### config.mk
export PLATFORM = sky130hd
export DESIGN_NAME = ex_muldiv_unit
export DESIGN_NICKNAME = d
export VERILOG_FILES = /design/src/rtl/rv_pkg.sv /design/src/rtl/muldiv_addsub.sv /design/src/rtl/ex_muldiv_unit.sv
export SDC_FILE = /design/constraint.sdc
export NUM_CORES = 1
export LEC_CHECK = 0
export ABC_CLOCK_PERIOD_IN_PS = 6200
export CELL_PAD_IN_SITES_DETAIL_PLACEMENT = 2
export CELL_PAD_IN_SITES_GLOBAL_PLACEMENT = 2
export CORE_AREA = 2 2 211 213
export CTS_BUF_LIST = sky130_fd_sc_hd__clkbuf_16
export CTS_CLUSTER_DIAMETER = 60
export DETAILED_ROUTE_END_ITERATION = 12
export DIE_AREA = 0 0 213 215
export MAX_ROUTING_LAYER = met4
export PLACE_DENSITY = 0.89
export SLEW_MARGIN = 10
export SYNTH_ARGS = -nofsm -noshare
export SYNTH_HDL_FRONTEND = slang
export SYNTH_SLANG_ARGS = --single-unit
### constraint.sdc
create_clock -name clk -period 6.2 [get_ports clk]
set_input_delay 1.55 -clock clk [delete_from_list [all_inputs] [get_ports clk]]
set_output_delay 1.55 -clock clk [all_outputs]
set_load 0.01 [all_outputs]
### src/rtl/rv_pkg.sv
// rv_pkg: shared RV32 execute-stage definitions (M-op funct3 codes, muldiv FSM states).
package rv_pkg;
    localparam int WIDTH_DEFAULT = 32;
    localparam logic [2:0] F3_MUL    = 3'b000;
    localparam logic [2:0] F3_MULH   = 3'b001;
    localparam logic [2:0] F3_MULHSU = 3'b010;
    localparam logic [2:0] F3_MULHU  = 3'b011;
    localparam logic [2:0] F3_DIV    = 3'b100;
    localparam logic [2:0] F3_DIVU   = 3'b101;
    localparam logic [2:0] F3_REM    = 3'b110;
    localparam logic [2:0] F3_REMU   = 3'b111;
    typedef enum logic [1:0] {MD_IDLE, MD_CALC, MD_FIN, MD_DONE} md_state_e;
endpackage

### src/rtl/muldiv_addsub.sv
// muldiv_addsub: add/subtract with carry-out shared by multiply accumulate and divide trial subtract.
module muldiv_addsub #(
    parameter int W = 33
) (
    input  logic [W-1:0] a,
    input  logic [W-1:0] b,
    input  logic         sub,
    output logic [W-1:0] sum,
    output logic         cout
);
    logic [W-1:0] bx;
    assign bx = sub ? ~b : b;
    assign {cout, sum} = {1'b0, a} + {1'b0, bx} + (W+1)'(sub);
endmodule

### src/rtl/ex_muldiv_unit.sv
// ex_muldiv_unit: iterative RV32M multiply/divide, stalls the pipeline until one result is returned.
module ex_muldiv_unit
    import rv_pkg::*;
#(
    parameter int WIDTH = WIDTH_DEFAULT
) (
    input  logic             clk,
    input  logic             reset,
    input  logic             start_i,
    input  logic [2:0]       funct3_i,
    input  logic [WIDTH-1:0] op_a_i,
    input  logic [WIDTH-1:0] op_b_i,
    input  logic [4:0]       rd_i,
    input  logic             flush_i,
    output logic             stall_o,
    output logic             busy_o,
    output logic             done_o,
    output logic [WIDTH-1:0] result_o,
    output logic [4:0]       rd_o
);
    md_state_e          state;
    logic [4:0]         count;
    logic [2:0]         funct3;
    logic [4:0]         rd;
    logic               neg;
    logic [WIDTH-1:0]   opnd;
    logic [2*WIDTH:0]   acc;
    logic               is_div, sa, sb, b_zero, special;
    logic [WIDTH-1:0]   mag_a, mag_b, special_res;
    logic [WIDTH:0]     as_a, as_sum;
    logic               as_cout;
    logic [2*WIDTH:0]   shl, acc_next;
    logic [2*WIDTH-1:0] raw, fixed;

    assign is_div = funct3_i[2];
    assign sa = op_a_i[WIDTH-1] & (funct3_i == F3_MULH || funct3_i == F3_MULHSU ||
                                   funct3_i == F3_DIV || funct3_i == F3_REM);
    assign sb = op_b_i[WIDTH-1] & (funct3_i == F3_MULH || funct3_i == F3_DIV || funct3_i == F3_REM);
    assign mag_a = sa ? -op_a_i : op_a_i;
    assign mag_b = sb ? -op_b_i : op_b_i;
    assign b_zero = op_b_i == '0;
    assign special = is_div & (b_zero | (!funct3_i[0] & op_a_i == {1'b1, {(WIDTH-1){1'b0}}} & op_b_i == '1));
    assign special_res = b_zero ? (funct3_i[1] ? op_a_i : '1) : (funct3_i[1] ? '0 : op_a_i);

    // Multiply: acc = {partial product, multiplier}; divide: acc = {remainder, quotient}.
    assign shl = {acc[2*WIDTH-1:0], 1'b0};
    assign as_a = funct3[2] ? shl[2*WIDTH:WIDTH] : acc[2*WIDTH:WIDTH];

    muldiv_addsub #(.W(WIDTH+1)) u_addsub (
        .a    (as_a),
        .b    ({1'b0, opnd}),
        .sub  (funct3[2]),
        .sum  (as_sum),
        .cout (as_cout)
    );

    assign acc_next = funct3[2] ? (as_cout ? {as_sum, shl[WIDTH-1:1], 1'b1} : shl)
                                : (acc[0] ? {1'b0, as_sum, acc[WIDTH-1:1]} : {1'b0, acc[2*WIDTH:1]});
    assign raw = funct3[2] ? {{WIDTH{1'b0}}, funct3[1] ? acc[2*WIDTH-1:WIDTH] : acc[WIDTH-1:0]}
                           : acc[2*WIDTH-1:0];
    assign fixed = neg ? -raw : raw;

    assign stall_o = (state == MD_IDLE & start_i & !flush_i) | state == MD_CALC | state == MD_FIN;
    assign busy_o = state != MD_IDLE;
    assign done_o = state == MD_DONE;

    always_ff @(posedge clk or posedge reset) begin
        if (reset) begin
            state    <= MD_IDLE;
            count    <= '0;
            funct3   <= '0;
            rd       <= '0;
            neg      <= 1'b0;
            opnd     <= '0;
            acc      <= '0;
            result_o <= '0;
            rd_o     <= '0;
        end else if (flush_i) begin
            state <= MD_IDLE;
            count <= '0;
        end else begin
            case (state)
                MD_IDLE: if (start_i) begin
                    funct3 <= funct3_i;
                    rd     <= rd_i;
                    neg    <= (is_div & funct3_i[1]) ? sa : sa ^ sb;
                    opnd   <= is_div ? mag_b : mag_a;
                    acc    <= {{(WIDTH+1){1'b0}}, is_div ? mag_a : mag_b};
                    count  <= '0;
                    if (special) begin
                        result_o <= special_res;
                        rd_o     <= rd_i;
                        state    <= MD_DONE;
                    end else begin
                        state <= MD_CALC;
                    end
                end
                MD_CALC: begin
                    acc   <= acc_next;
                    count <= count + 5'd1;
                    if (count == 5'd31) state <= MD_FIN;
                end
                MD_FIN: begin
                    result_o <= (funct3[2] || funct3[1:0] == 2'b00) ? fixed[WIDTH-1:0] : fixed[2*WIDTH-1:WIDTH];
                    rd_o     <= rd;
                    state    <= MD_DONE;
                end
                default: state <= MD_IDLE;
            endcase
        end
    end
endmodule

* Word-level counts from Yosys, hierarchy flattened
Index checks and enable logic that the tools add are counted.
W data, S select, Z words.
** Word-level totals
- Register bits after elaboration :: 150
- Bits of input ports :: 76
- Output and inout port bits :: 40
- Word-level logic and storage cells :: 96
** Operators by class
- Add/sub/neg operators :: 6
- Equal/unequal tests :: 14
- Multiplexer cells :: 33
- Bitwise logic cells :: 14
- Reductions and logical operators :: 20
** Operators with widths (number)
- $mux W32 :: 11
- $mux W65 :: 3
- $mux W64 :: 3
- $pmux W65 S2 :: 1
- $mux W33 :: 2
- $eq A32 B32 Y1 const B :: 2
- $neg A32 Y32 :: 2
- $neg A64 Y64 :: 1
- $pmux W32 S2 :: 1
- $add A33 B33 Y34 :: 1
- $add A34 B1 Y34 :: 1
- $not A32 Y33 :: 1
- $logic_not A32 Y1 :: 1
- $mux W5 :: 4
- $pmux W5 S2 :: 2
- $and A1 B1 Y1 :: 8
- $mux W2 :: 4
- $eq A3 B3 Y1 const B :: 2
- $logic_or A1 B1 Y1 :: 6
- $pmux W2 S3 :: 1
- $reduce_and A3 Y1 :: 2
- $reduce_bool A2 Y1 :: 3
- $add A5 B1 Y5 const B :: 1
- $eq A5 B5 Y1 const B :: 1
- 16 further kinds :: 23

* Longest topological paths before layout
Gate-level depths: netlist of the first run.
- Word-level depth :: 9
- Gate-level depth with buffers :: 22
- Mapped depth without buffers :: 12

* By module
A second synthesis of the first run with hierarchy kept.
** Second synthesis, totals
- Cells, all modules :: 2037
- Area total of the unflattened synthesis :: 16001.6 um2
** Modules (own cells, without submodules)
- ex_muldiv_unit :: instances 1, cells each 1731, area each 13792.0 um2, sequential area each 3753.6 um2
- muldiv_addsub :: instances 1, cells each 306, area each 2209.6 um2, sequential area each 0.0 um2

* Worst setup path before layout of the first run
No wires, ideal clock.
- Path type :: flip-flop to flip-flop
- From :: register funct3[2]
- To :: register acc[43]
- Library setup time :: 0.135 ns
- Data arrival time :: 5.079 ns
- Required time :: 6.065 ns
- Slack :: 0.986 ns
- Stages on the path, launching flop included :: 21
- Buffers on the path :: 9
- Period minus slack after synthesis :: 5.214 ns
- Cells stage by stage :: dfrtp_1 -> buf_6 -> buf_2 -> buf_6 -> buf_2 -> buf_1 -> buf_1 -> clkbuf_1 -> clkbuf_1 -> mux2_2 -> ha_1 -> nand2_1 -> nor3_1 -> a21oi_1 -> o41ai_2 -> o211ai_1 -> a211oi_2 -> nor2_1 -> clkbuf_1 -> a211oi_1 -> o22ai_1
** Between the ends
- Cells in the longest elaborated chain, start to end :: 6
- Elaborated cells between the ends (all ways) :: 8
- Those cells by class :: 2 x add/sub; 6 x mux
** RTL lines
- from (decl) :: line ex_muldiv_unit.sv:23 : logic [2:0] funct3;
- from (signal assigned) :: line ex_muldiv_unit.sv:84 : funct3 <= funct3_i;
- $mux W33 (on tied branches) :: line ex_muldiv_unit.sv:47, muldiv_addsub.sv:12
- $add A33 B33 Y34 :: line muldiv_addsub.sv:13 : assign {cout, sum} = {1'b0, a} + {1'b0, bx} + (W+1)'(sub);
- $add A34 B1 Y34 :: line muldiv_addsub.sv:13
- $mux W64 / $mux W65 (equally long branches) :: line ex_muldiv_unit.sv:58, ex_muldiv_unit.sv:57
- $mux W65 * :: line ex_muldiv_unit.sv:57 : assign acc_next = funct3[2] ? (as_cout ? {as_sum, shl[WIDTH-1:1], 1'b1} : shl)
- $pmux W65 S2 * :: line ex_muldiv_unit.sv:82 : case (state)
- to (signal assigned) :: line ex_muldiv_unit.sv:88 : acc <= {{(WIDTH+1){1'b0}}, is_div ? mag_a : mag_b};
- to (signal assigned) :: line ex_muldiv_unit.sv:99 : acc <= acc_next;
- to (decl) :: line ex_muldiv_unit.sv:27 : logic [2*WIDTH:0] acc;
Every way passes the cells marked *; elsewhere a longest branch is shown, timed or not.
A chain may end at the register's enable or synchronous reset.

* Worst setup path after layout of the first run
- From :: register funct3[2]
- To :: register result_o[2]
** Between the ends
- Cells in the longest elaborated chain, start to end :: 5
- Elaborated cells between the ends (all ways) :: 6
- Those cells by class :: 1 x add/sub; 4 x mux; 1 x reduce/logical
** RTL lines
- $mux W64 :: line ex_muldiv_unit.sv:59 : assign raw = funct3[2] ? {{WIDTH{1'b0}}, funct3[1] ? acc[2*WIDTH-1:WIDTH] : acc[WIDTH-1:0]}
- $neg A64 Y64 :: line ex_muldiv_unit.sv:61 : assign fixed = neg ? -raw : raw;
- $mux W64 :: line ex_muldiv_unit.sv:61
- $mux W32 * :: line ex_muldiv_unit.sv:104 : result_o <= (funct3[2] || funct3[1:0] == 2'b00) ? fixed[WIDTH-1:0] : fixed[2*WIDTH-1:WIDTH];
- $pmux W32 S2 * :: line ex_muldiv_unit.sv:82
- to (signal assigned) :: line ex_muldiv_unit.sv:91 : result_o <= special_res;
- to (signal assigned) :: line ex_muldiv_unit.sv:104
- to (decl) :: line ex_muldiv_unit.sv:18 : output logic [WIDTH-1:0] result_o,
Marked as above.

==> results.sh, run 1 <==
export IMPL_holdPathStages=2
export IMPL_synth_async_reset_ratio=1.00
export IMPL_finalSetupViolations=0
export IMPL_drtIter0Drc=2118
export IMPL_post_cts_resized=0
export IMPL_fmax_ghz=0.181
export IMPL_grtUsageTotal=0.364
export IMPL_regToRegSetupSlack_ns=0.68
export IMPL_r2r_end="result_o[2]"
export IMPL_grt_first_pass_wirelength_um=121000
export IMPL_syn_area_per_cell_um2=7.55
export IMPL_grt_busiest_layer="met2"
export IMPL_grt_pass1_vias=18726
export IMPL_cts_made_buffers=17
export IMPL_cts_hold_buf=0
export IMPL_dp_cells=2631
export IMPL_grt_start_max_net_pins=91
export IMPL_clock_sinks=150
export IMPL_hpwl_um=57900
export IMPL_synth_ff_type="dfrtp_1"
export IMPL_route_detailed_drc=0
export IMPL_clock_skew_ns=0.0268
export IMPL_crit_type="flip-flop to flip-flop"
export IMPL_syn2layout_area_growth_pct=13.2
export IMPL_cp_arrival_ns=5.86
export IMPL_synthCells=2062
export IMPL_hold_viol=0
export IMPL_min_delay_worst_endpoint="rd_o[4]"
export IMPL_end_kind="flip-flop"
export IMPL_yosys_warnings=0
export IMPL_cts_tree="done"
export IMPL_die_width_um=213
export IMPL_start_util=0.357
export IMPL_first_pass_iters=6
export IMPL_grt_util_met2=0.560
export IMPL_p_leak_nw=7.00
export IMPL_post_cts_buffers=0
export IMPL_cts_clk_slew_worst_paths_ns=0.09
export IMPL_outcome="complete, no violations"
export IMPL_required_ns=6.54
export IMPL_drv_slew=0
export IMPL_r2r_start="funct3[2]"
export IMPL_synth_seq_cells=150
export IMPL_die_area_um2=45800
export IMPL_n_fill_cell=5005
export IMPL_timing_final_crit_share=0.891
export IMPL_min_path_type="flip-flop to flip-flop"
export IMPL_fin_setup_tns_ns=0
export IMPL_ys_types=88
export IMPL_rsz0062_at_grt="no"
export IMPL_drtAntennaViolNets=0
export IMPL_place_area_um2=17000
export IMPL_final_util=0.404
export IMPL_drive_above_1_share=0.0932
export IMPL_slew_headroom=0.240
export IMPL_netlist_area_um2=15600
export IMPL_powerDensity_nw_per_um2=628
export IMPL_htree_num_levels=4
export IMPL_nets=2176
export IMPL_synth_top_area_frac=0.241
export IMPL_cap_violations=0
export IMPL_period_minus_slack_ns=5.52
export IMPL_vias=17629
export IMPL_gp_congestion=0.937
export IMPL_drt_wl_total_um=80800
export IMPL_reg2reg_depth=13
export IMPL_synth_commonest_cells="nand2_1 (227), nor2_1 (225), o21ai_0 (183)"
export IMPL_synth_most_common_cell="nand2_1"
export IMPL_critPathMaxFanout=70
export IMPL_yosys_top_cells_area="dfrtp_1 (24%), o21ai_0 (5.9%), a21oi_1 (5.8%)"
export IMPL_tightestPinTransition_ns=1.14
export IMPL_row_count=77
export IMPL_synth_nets=2180
export IMPL_coreArea_um2=43600
export IMPL_finalInstanceArea_um2=17600
export IMPL_antenna_found_initial=2
export IMPL_post_drt_wl_per_cell_um=30.3
export IMPL_insertion_delay_ns=0.50
export IMPL_met3_usage=0.0691
export IMPL_die_h_um=215
export IMPL_critPathLaunchType="flip-flop"
export IMPL_final_cells=2665
export IMPL_synth_edf_count=0
export IMPL_clk_path_buf_depth=2
export IMPL_via_per_inst=6.62
export IMPL_io_pin_count=116
export IMPL_clockRootBuffer="clkbuf_16"
export IMPL_max_vdd_ir_drop_mv=0.195
export IMPL_met1_usage=0.442
export IMPL_ys_seq_area_frac=0.241
export IMPL_min_from="rd_o[4]"
export IMPL_overflow=0
export IMPL_port_buffers=115
export IMPL_synth_top_area_cell="dfrtp_1"
==> flip-flops by register name, indices dropped and copies added (netlist names) <==
name      count
count         5
funct3        3
rd            5
acc          65
neg           1
state         2
opnd         32
rd_o          5
result_o     32
==> per-layer routing <==
metal,share of wire,wire length (um)
met5,0,0
met4,0.065,5260
met3,0.079,6390
met2,0.46,37100
met1,0.40,32000
==> worst max path at each step <==
stage / cells after the start / endpoint / from / slack, ns
floorplan: 1 / acc[0] / reset / 0.61
global placement: 9 / result_o[25] / op_b_i[2] / 0.64
detailed placement: 9 / result_o[26] / op_b_i[2] / 0.38
CTS: 9 / result_o[26] / op_b_i[2] / 0.68
global route: 13 / result_o[2] / funct3[2] / 0.51
finish: 13 / result_o[2] / funct3[2] / 0.68
==> critical path: stages, from the launching register on <==
cell and delay [ns]:
dfrtp_4 1.09, and2_4 0.62, mux2i_1 0.32, ha_1 0.20, inv_1 0.06, a211oi_1 0.32, and4bb_2 0.42, nand2_1 0.30
buf_4 0.28, o21ai_0 0.54, nand2_1 0.28, xor2_1 0.23, o21ai_0 0.39, o21ai_0 0.24
==> kinds of logic after synthesis <==
family,synth area share
compound gates,0.281
xor+xnor,0.0974
fa+ha+maj,0.0342
buf+inv,0.0556
flops,0.241
mux,0.0885
simple gates,0.202
==> layout by cell type (no fill, tap or decap), types with 10 or more instances in the layout <==
master           Yosys  routed
o21ai_0            183     182
a21oi_1            180     180
nand3_1             33      33
o22ai_1             16      16
nor4_1              19      18
a221oi_1            13      13
mux2_2              77      77
xor2_1              97      97
a21o_1              16      16
dfrtp_1            150     148
o41ai_1             15      15
nor3_1              39      39
xnor2_1             76      76
o21bai_1            11      11
or4_1               12      12
buf_4                0      37
ha_1                41      39
and3_1              14      14
a31oi_1             20      20
nand2_1            227     227
o211ai_1            14      14
inv_1               40      40
o21ai_1             19      19
o31ai_1             24      24
nand4_1             16      16
a211oi_1            65      65
o221ai_1            14      14
and2_1              13      13
or2_2               10      10
mux2i_1             51      51
nor2_1             225     225
clkbuf_16            0      17
clkdlybuf4s50_1      0     114
==> power breakdown <==
part           internal, mW  switching [mW]  total (mW)
sequential             1.40           0.888        2.28
clock                 0.563           0.550        1.11
combinational          2.67            4.99        7.66
total                  4.63            6.43        11.1
==> cell type report <==
type | count | area (um^2) | area share
multi-input cells | 1697 | 11000 | 0.622
repair buffers | 152 | 1420 | 0.0808
clock buffers | 17 | 425 | 0.0242
well taps | 592 | 741 | 0.0421
inverters | 40 | 155 | 0.00881
diodes | 3 | 7.51 | 0.000426
flip-flops and latches | 150 | 3760 | 0.213
clock inverters | 14 | 143 | 0.00810
==> per-stage QoR <==
step	total power, mW	hold slack, ns	worst slack (ns)
finish	11.1	0.520	0.675
global route	11.6	0.538	0.514
CTS	10.8	0.516	0.677
detailed placement	9.45	0.481	0.381
global placement	9.03	0.464	0.639
floorplan	6.77	0.459	0.614
Note: power is estimated with default switching activity, not from simulation.
==> run 2: changes to the inputs <==
--- a/config.mk
+++ b/config.mk
@@ -8,11 +8,12 @@
 export ABC_CLOCK_PERIOD_IN_PS = 6200
 export CELL_PAD_IN_SITES_DETAIL_PLACEMENT = 2
 export CELL_PAD_IN_SITES_GLOBAL_PLACEMENT = 2
-export CORE_AREA = 2 2 211 213
+export CORE_AREA = 2 2 203 205
 export CTS_BUF_LIST = sky130_fd_sc_hd__clkbuf_16
 export CTS_CLUSTER_DIAMETER = 60
 export DETAILED_ROUTE_END_ITERATION = 12
-export DIE_AREA = 0 0 213 215
+export DIE_AREA = 0 0 205 207
+export DONT_BUFFER_PORTS = 1
 export MAX_ROUTING_LAYER = met4
 export PLACE_DENSITY = 0.89
 export SLEW_MARGIN = 10
==> results.sh, run 2 (synthesis results as in run 1) <==
export IMPL_outcome="complete, no violations"
export IMPL_grt_pass1_vias=18139
export IMPL_largest_register_ffs=65
export IMPL_end_kind="flip-flop"
export IMPL_cap_violations=0
export IMPL_period_minus_slack_ns=5.55
export IMPL_drtAntennaViolNets=0
export IMPL_drtIter0Drc=1842
export IMPL_die_area_um2=42400
export IMPL_overflow=0
export IMPL_cts_made_buffers=17
export IMPL_place_area_um2=15700
export IMPL_crit_buf_inv=1
export IMPL_critPathLaunchType="flip-flop"
export IMPL_nets=2052
export IMPL_wl_met3_um=5570
export IMPL_topRoutingLayerUsed="met4"
export IMPL_die_width_um=205
export IMPL_io_pin_count=116
export IMPL_grtUsageTotal=0.378
export IMPL_start_util=0.386
export IMPL_drive_above_1_share=0.0950
export IMPL_hold_viol=0
export IMPL_port_buffers=0
export IMPL_first_pass_iters=7
export IMPL_cpMostUsedCell="nand2_1"
export IMPL_fmax_ghz=0.180
export IMPL_timing_final_crit_share=0.895
export IMPL_regMostFlops="acc"
export IMPL_crit_type="flip-flop to flip-flop"
export IMPL_gp_congestion=0.967
export IMPL_finalSetupViolations=0
export IMPL_grt_start_max_net_pins=98
export IMPL_cts_clk_slew_worst_paths_ns=0.08
export IMPL_syn2layout_area_growth_pct=5.20
export IMPL_die_h_um=207
export IMPL_hpwl_um=56500
export IMPL_dp_cells=2447
export IMPL_clk_path_buf_depth=2
export IMPL_tightestPinTransition_ns=1.27
export IMPL_cp_top_family="compound AO/OA/AOI/OAI gates"
export IMPL_layout_commonest_cell="nand2_1"
export IMPL_clockRootBuffer="clkbuf_16"
export IMPL_final_cells=2482
export IMPL_via_per_inst=6.93
export IMPL_rsz0062_at_grt="no"
export IMPL_vias=17191
export IMPL_path_cells="buf_4, xor2_1, ha_1, nand2_1, nor3_1, a21oi_1, o41ai_2, o211ai_1, a211o_1, nand2_1, mux2i_1, o221ai_1"
export IMPL_row_count=74
export IMPL_drt_wl_total_um=78800
export IMPL_reg_top3="acc (65), opnd (32), result_o (32)"
export IMPL_required_ns=6.52
export IMPL_cts_tree="done"
export IMPL_min_path_type="flip-flop to flip-flop"
export IMPL_post_cts_buffers=0
export IMPL_post_drt_wl_per_cell_um=31.7
export IMPL_antenna_found_initial=5
export IMPL_p_leak_nw=6.53
export IMPL_drv_slew=0
export IMPL_insertion_delay_ns=0.48
export IMPL_finalInstanceArea_um2=16400
export IMPL_route_detailed_drc=0
export IMPL_max_vdd_ir_drop_mv=0.287
export IMPL_cp_arrival_ns=5.87
export IMPL_layout_common_cells="nand2_1 (227), nor2_1 (224), o21ai_0 (182)"
export IMPL_clock_sinks=150
export IMPL_wl_met2_um=35900
export IMPL_cts_hold_buf=0
export IMPL_fin_setup_tns_ns=0
export IMPL_slew_headroom=0.150
export IMPL_coreArea_um2=40400
export IMPL_post_cts_resized=0
export IMPL_met1_length_um=31100
export IMPL_cp_slowest_cell="dfrtp_4"
export IMPL_powerDensity_nw_per_um2=662
export IMPL_grt_first_pass_wirelength_um=118000
export IMPL_clock_skew_ns=0.0153
export IMPL_critPathMaxFanout=53
export IMPL_htree_num_levels=4
export IMPL_cpPeakStageDelay_ns=0.94
## run 2: worst reg2reg max path, stage by stage (launching register included)
cell and delay, ns:
dfrtp_4 0.94, buf_4 0.39, xor2_1 0.13, ha_1 0.40, nand2_1 0.16, nor3_1 0.39, a21oi_1 0.18, o41ai_2 0.64
o211ai_1 0.31, a211o_1 0.56, nand2_1 0.77, mux2i_1 0.34, o221ai_1 0.18
## run 2: cell type report
cell class                 instances  area (um^2)
clock inverter                    15          186
timing repair buffer              28          210
tap                              532          666
antenna                            3         7.51
inverter                          40          155
clock buffer                      17          425
sequential                       150         3760
multi-input combinational       1697        11000
fill                            4616        24000
## run 2: path summary, 6_finish.rpt
check,from,to,slack [ns],cells after the start
max,funct3[2],acc[38],0.65,12
min,opnd[25],opnd[25],0.51,2
max reg2reg,funct3[2],acc[38],0.65,12
min reg2reg,opnd[25],opnd[25],0.51,2
max in group asynchronous,reset,neg,3.87,2
min in group asynchronous,reset,opnd[15],1.05,1
## run 2: layer usage
layer	up-vias	global-route usage
met2	915	0.576
met1	8729	0.449
met4	0	0.261
met5	-	-
li1	7235	-
met3	312	0.0716
## run 2: metrics by stage
stage	setup WS, ns	utilization	hold WS (ns)	power (mW)
after floorplan	0.614	-	0.459	6.77
after global placement	1.06	0.390	0.473	8.70
after detailed placement	0.897	0.390	0.486	9.16
after CTS	0.826	0.405	0.519	10.6
after global routing	0.511	0.406	0.545	11.3
final	0.650	0.406	0.512	10.8
## run 2: where the power goes
| part | switching, mW | internal, mW |
|---|---|---|
| combinational | 4.90 | 2.43 |
| sequential | 0.930 | 1.40 |
| clock | 0.559 | 0.612 |
==> run 3: changes to the inputs <==
--- a/config.mk
+++ b/config.mk
@@ -16,6 +16,7 @@
 export DONT_BUFFER_PORTS = 1
 export MAX_ROUTING_LAYER = met4
 export PLACE_DENSITY = 0.89
+export RECOVER_POWER = 100
 export SLEW_MARGIN = 10
 export SYNTH_ARGS = -nofsm -noshare
 export SYNTH_HDL_FRONTEND = slang
==> results.sh, run 3 (synthesis results as in run 1) <==
export IMPL_outcome="finished, violations left"
export IMPL_violations="max-capacitance violations, max-slew violations"
export IMPL_htree_num_levels=4
export IMPL_power_mw=10.8
export IMPL_r2r_end="result_o[2]"
export IMPL_final_cells=2482
export IMPL_grtUsageTotal=0.378
export IMPL_drtIter0Drc=1810
export IMPL_hold_viol=0
export IMPL_gp_congestion=0.967
export IMPL_die_h_um=207
export IMPL_io_pin_count=116
export IMPL_critPathLaunchType="flip-flop"
export IMPL_clockPowerShare=0.108
export IMPL_reg2reg_depth=13
export IMPL_cts_tree="done"
export IMPL_clock_skew_ns=0.0177
export IMPL_start_util=0.386
export IMPL_cp_endpoint="result_o[2]"
export IMPL_hpwl_um=56500
export IMPL_post_drt_wl_per_cell_um=31.8
export IMPL_overflow=0
export IMPL_vias=17125
export IMPL_layout_commonest_cell="nand2_1"
export IMPL_post_cts_buffers=0
export IMPL_final_util=0.404
export IMPL_slew_headroom=-1.35
export IMPL_regToRegSetupSlack_ns=0.36
export IMPL_drt_wl_total_um=78900
export IMPL_required_ns=6.52
export IMPL_tightestPinTransition_ns=3.51
export IMPL_met1_length_um=31300
export IMPL_cp_slowest_cell="dfrtp_4"
export IMPL_power_frac_comb=0.677
export IMPL_post_cts_resized=0
export IMPL_fin_setup_tns_ns=0
export IMPL_timing_final_crit_share=0.942
export IMPL_finalInstanceArea_um2=16300
export IMPL_cts_hold_buf=0
export IMPL_max_vdd_ir_drop_mv=0.287
export IMPL_p_switching_mw=6.39
export IMPL_clk_path_buf_depth=2
export IMPL_whs_ns=0.513
export IMPL_finalWorstSetupSlack_ns=0.362
export IMPL_p_leak_nw=6.51
export IMPL_grt_start_max_net_pins=98
export IMPL_drive_above_1_share=0.0878
export IMPL_cpPeakStageDelay_ns=0.95
export IMPL_period_minus_slack_ns=5.84
export IMPL_die_width_um=205
export IMPL_via_per_inst=6.90
export IMPL_end_kind="flip-flop"
export IMPL_wl_met3_um=5340
export IMPL_place_area_um2=15700
export IMPL_grt_first_pass_wirelength_um=118000
export IMPL_antenna_found_initial=5
export IMPL_port_buffers=0
export IMPL_reg_top3="acc (65), opnd (32), result_o (32)"
export IMPL_sequentialPowerShare=0.215
export IMPL_clock_sinks=150
export IMPL_largest_register_ffs=65
export IMPL_fmax_ghz=0.171
export IMPL_drtAntennaViolNets=0
export IMPL_dp_cells=2447
export IMPL_clockRootBuffer="clkbuf_16"
export IMPL_p_int_mw=4.44
export IMPL_nets=2052
export IMPL_rsz0062_at_grt="no"
export IMPL_cp_startpoint="funct3[2]"
export IMPL_finalSetupViolations=0
export IMPL_topRoutingLayerUsed="met4"
export IMPL_critPathMaxFanout=53
export IMPL_layout_common_cells="nand2_1 (228), nor2_1 (225), o21ai_0 (190)"
export IMPL_cts_clk_slew_worst_paths_ns=0.08
export IMPL_syn2layout_area_growth_pct=4.82
export IMPL_grt_pass1_vias=18139
export IMPL_regMostFlops="acc"
export IMPL_die_area_um2=42400
export IMPL_insertion_delay_ns=0.48
export IMPL_cts_made_buffers=17
export IMPL_drv_slew=176
export IMPL_route_detailed_drc=0
export IMPL_wl_met2_um=35800
export IMPL_path_cells="clkbuf_2, nand2_1, a21boi_0, ha_1, inv_1, a211oi_1, and4bb_1, nand2_1, o21ai_0, nand2_1, xor2_1, o21ai_0, o21ai_0"
export IMPL_r2r_start="funct3[2]"
export IMPL_netSwitchingFraction=0.590
export IMPL_crit_type="flip-flop to flip-flop"
export IMPL_powerDensity_nw_per_um2=664
export IMPL_min_path_type="flip-flop to flip-flop"
export IMPL_cp_arrival_ns=6.15
export IMPL_first_pass_iters=5
export IMPL_coreArea_um2=40400
export IMPL_cap_violations=3
export IMPL_dp_slack_ns=0.897
export IMPL_row_count=74
## run 3: metal layers
| layer | vias up | track usage |
|---|---|---|
| met5 | - | - |
| met1 | 8739 | 0.449 |
| met3 | 315 | 0.0716 |
| met4 | 0 | 0.261 |
| met2 | 842 | 0.576 |
| li1 | 7229 | - |
## run 3: final cells by class
cell class / count / area (um^2)
Fill cell: 4627 / 24100
Multi-Input combinational cell: 1697 / 10900
Sequential cell: 150 / 3760
Tap cell: 532 / 666
Clock buffer: 17 / 425
Timing Repair Buffer: 28 / 188
Clock inverter: 15 / 186
Inverter: 40 / 151
Antenna cell: 3 / 7.51
## run 3: how the worst min path moves through the flow
stage	from	end	slack, ns	depth (start not counted)
after detailed placement	opnd[23]	opnd[23]	0.49	2
after global routing	opnd[25]	opnd[25]	0.54	2
final	opnd[25]	opnd[25]	0.51	2
after floorplan	opnd[23]	opnd[23]	0.46	2
after global placement	opnd[25]	opnd[25]	0.47	2
after CTS	opnd[23]	opnd[23]	0.52	2
## run 3: power groups by stage
stage	clock network [mW]	logic, mW	registers (mW)
global placement	0	6.49	2.22
finish	1.17	7.33	2.32
CTS	1.17	7.13	2.27
detailed placement	0	6.89	2.27
floorplan	0	5.05	1.72
global route	1.20	7.74	2.34
## run 3: critical path: cells and delay by family (launching register included)
| kind | cells | cell delay [ns] |
|---|---|---|
| adders and majority gates | 1 | 0.22 |
| AOI/OAI and AO/OA | 5 | 2.14 |
| buffers and inverters | 2 | 0.91 |
| DFF | 1 | 0.95 |
| xor gates and xnor gates | 1 | 0.20 |
| and+or+nand+nor | 4 | 1.22 |
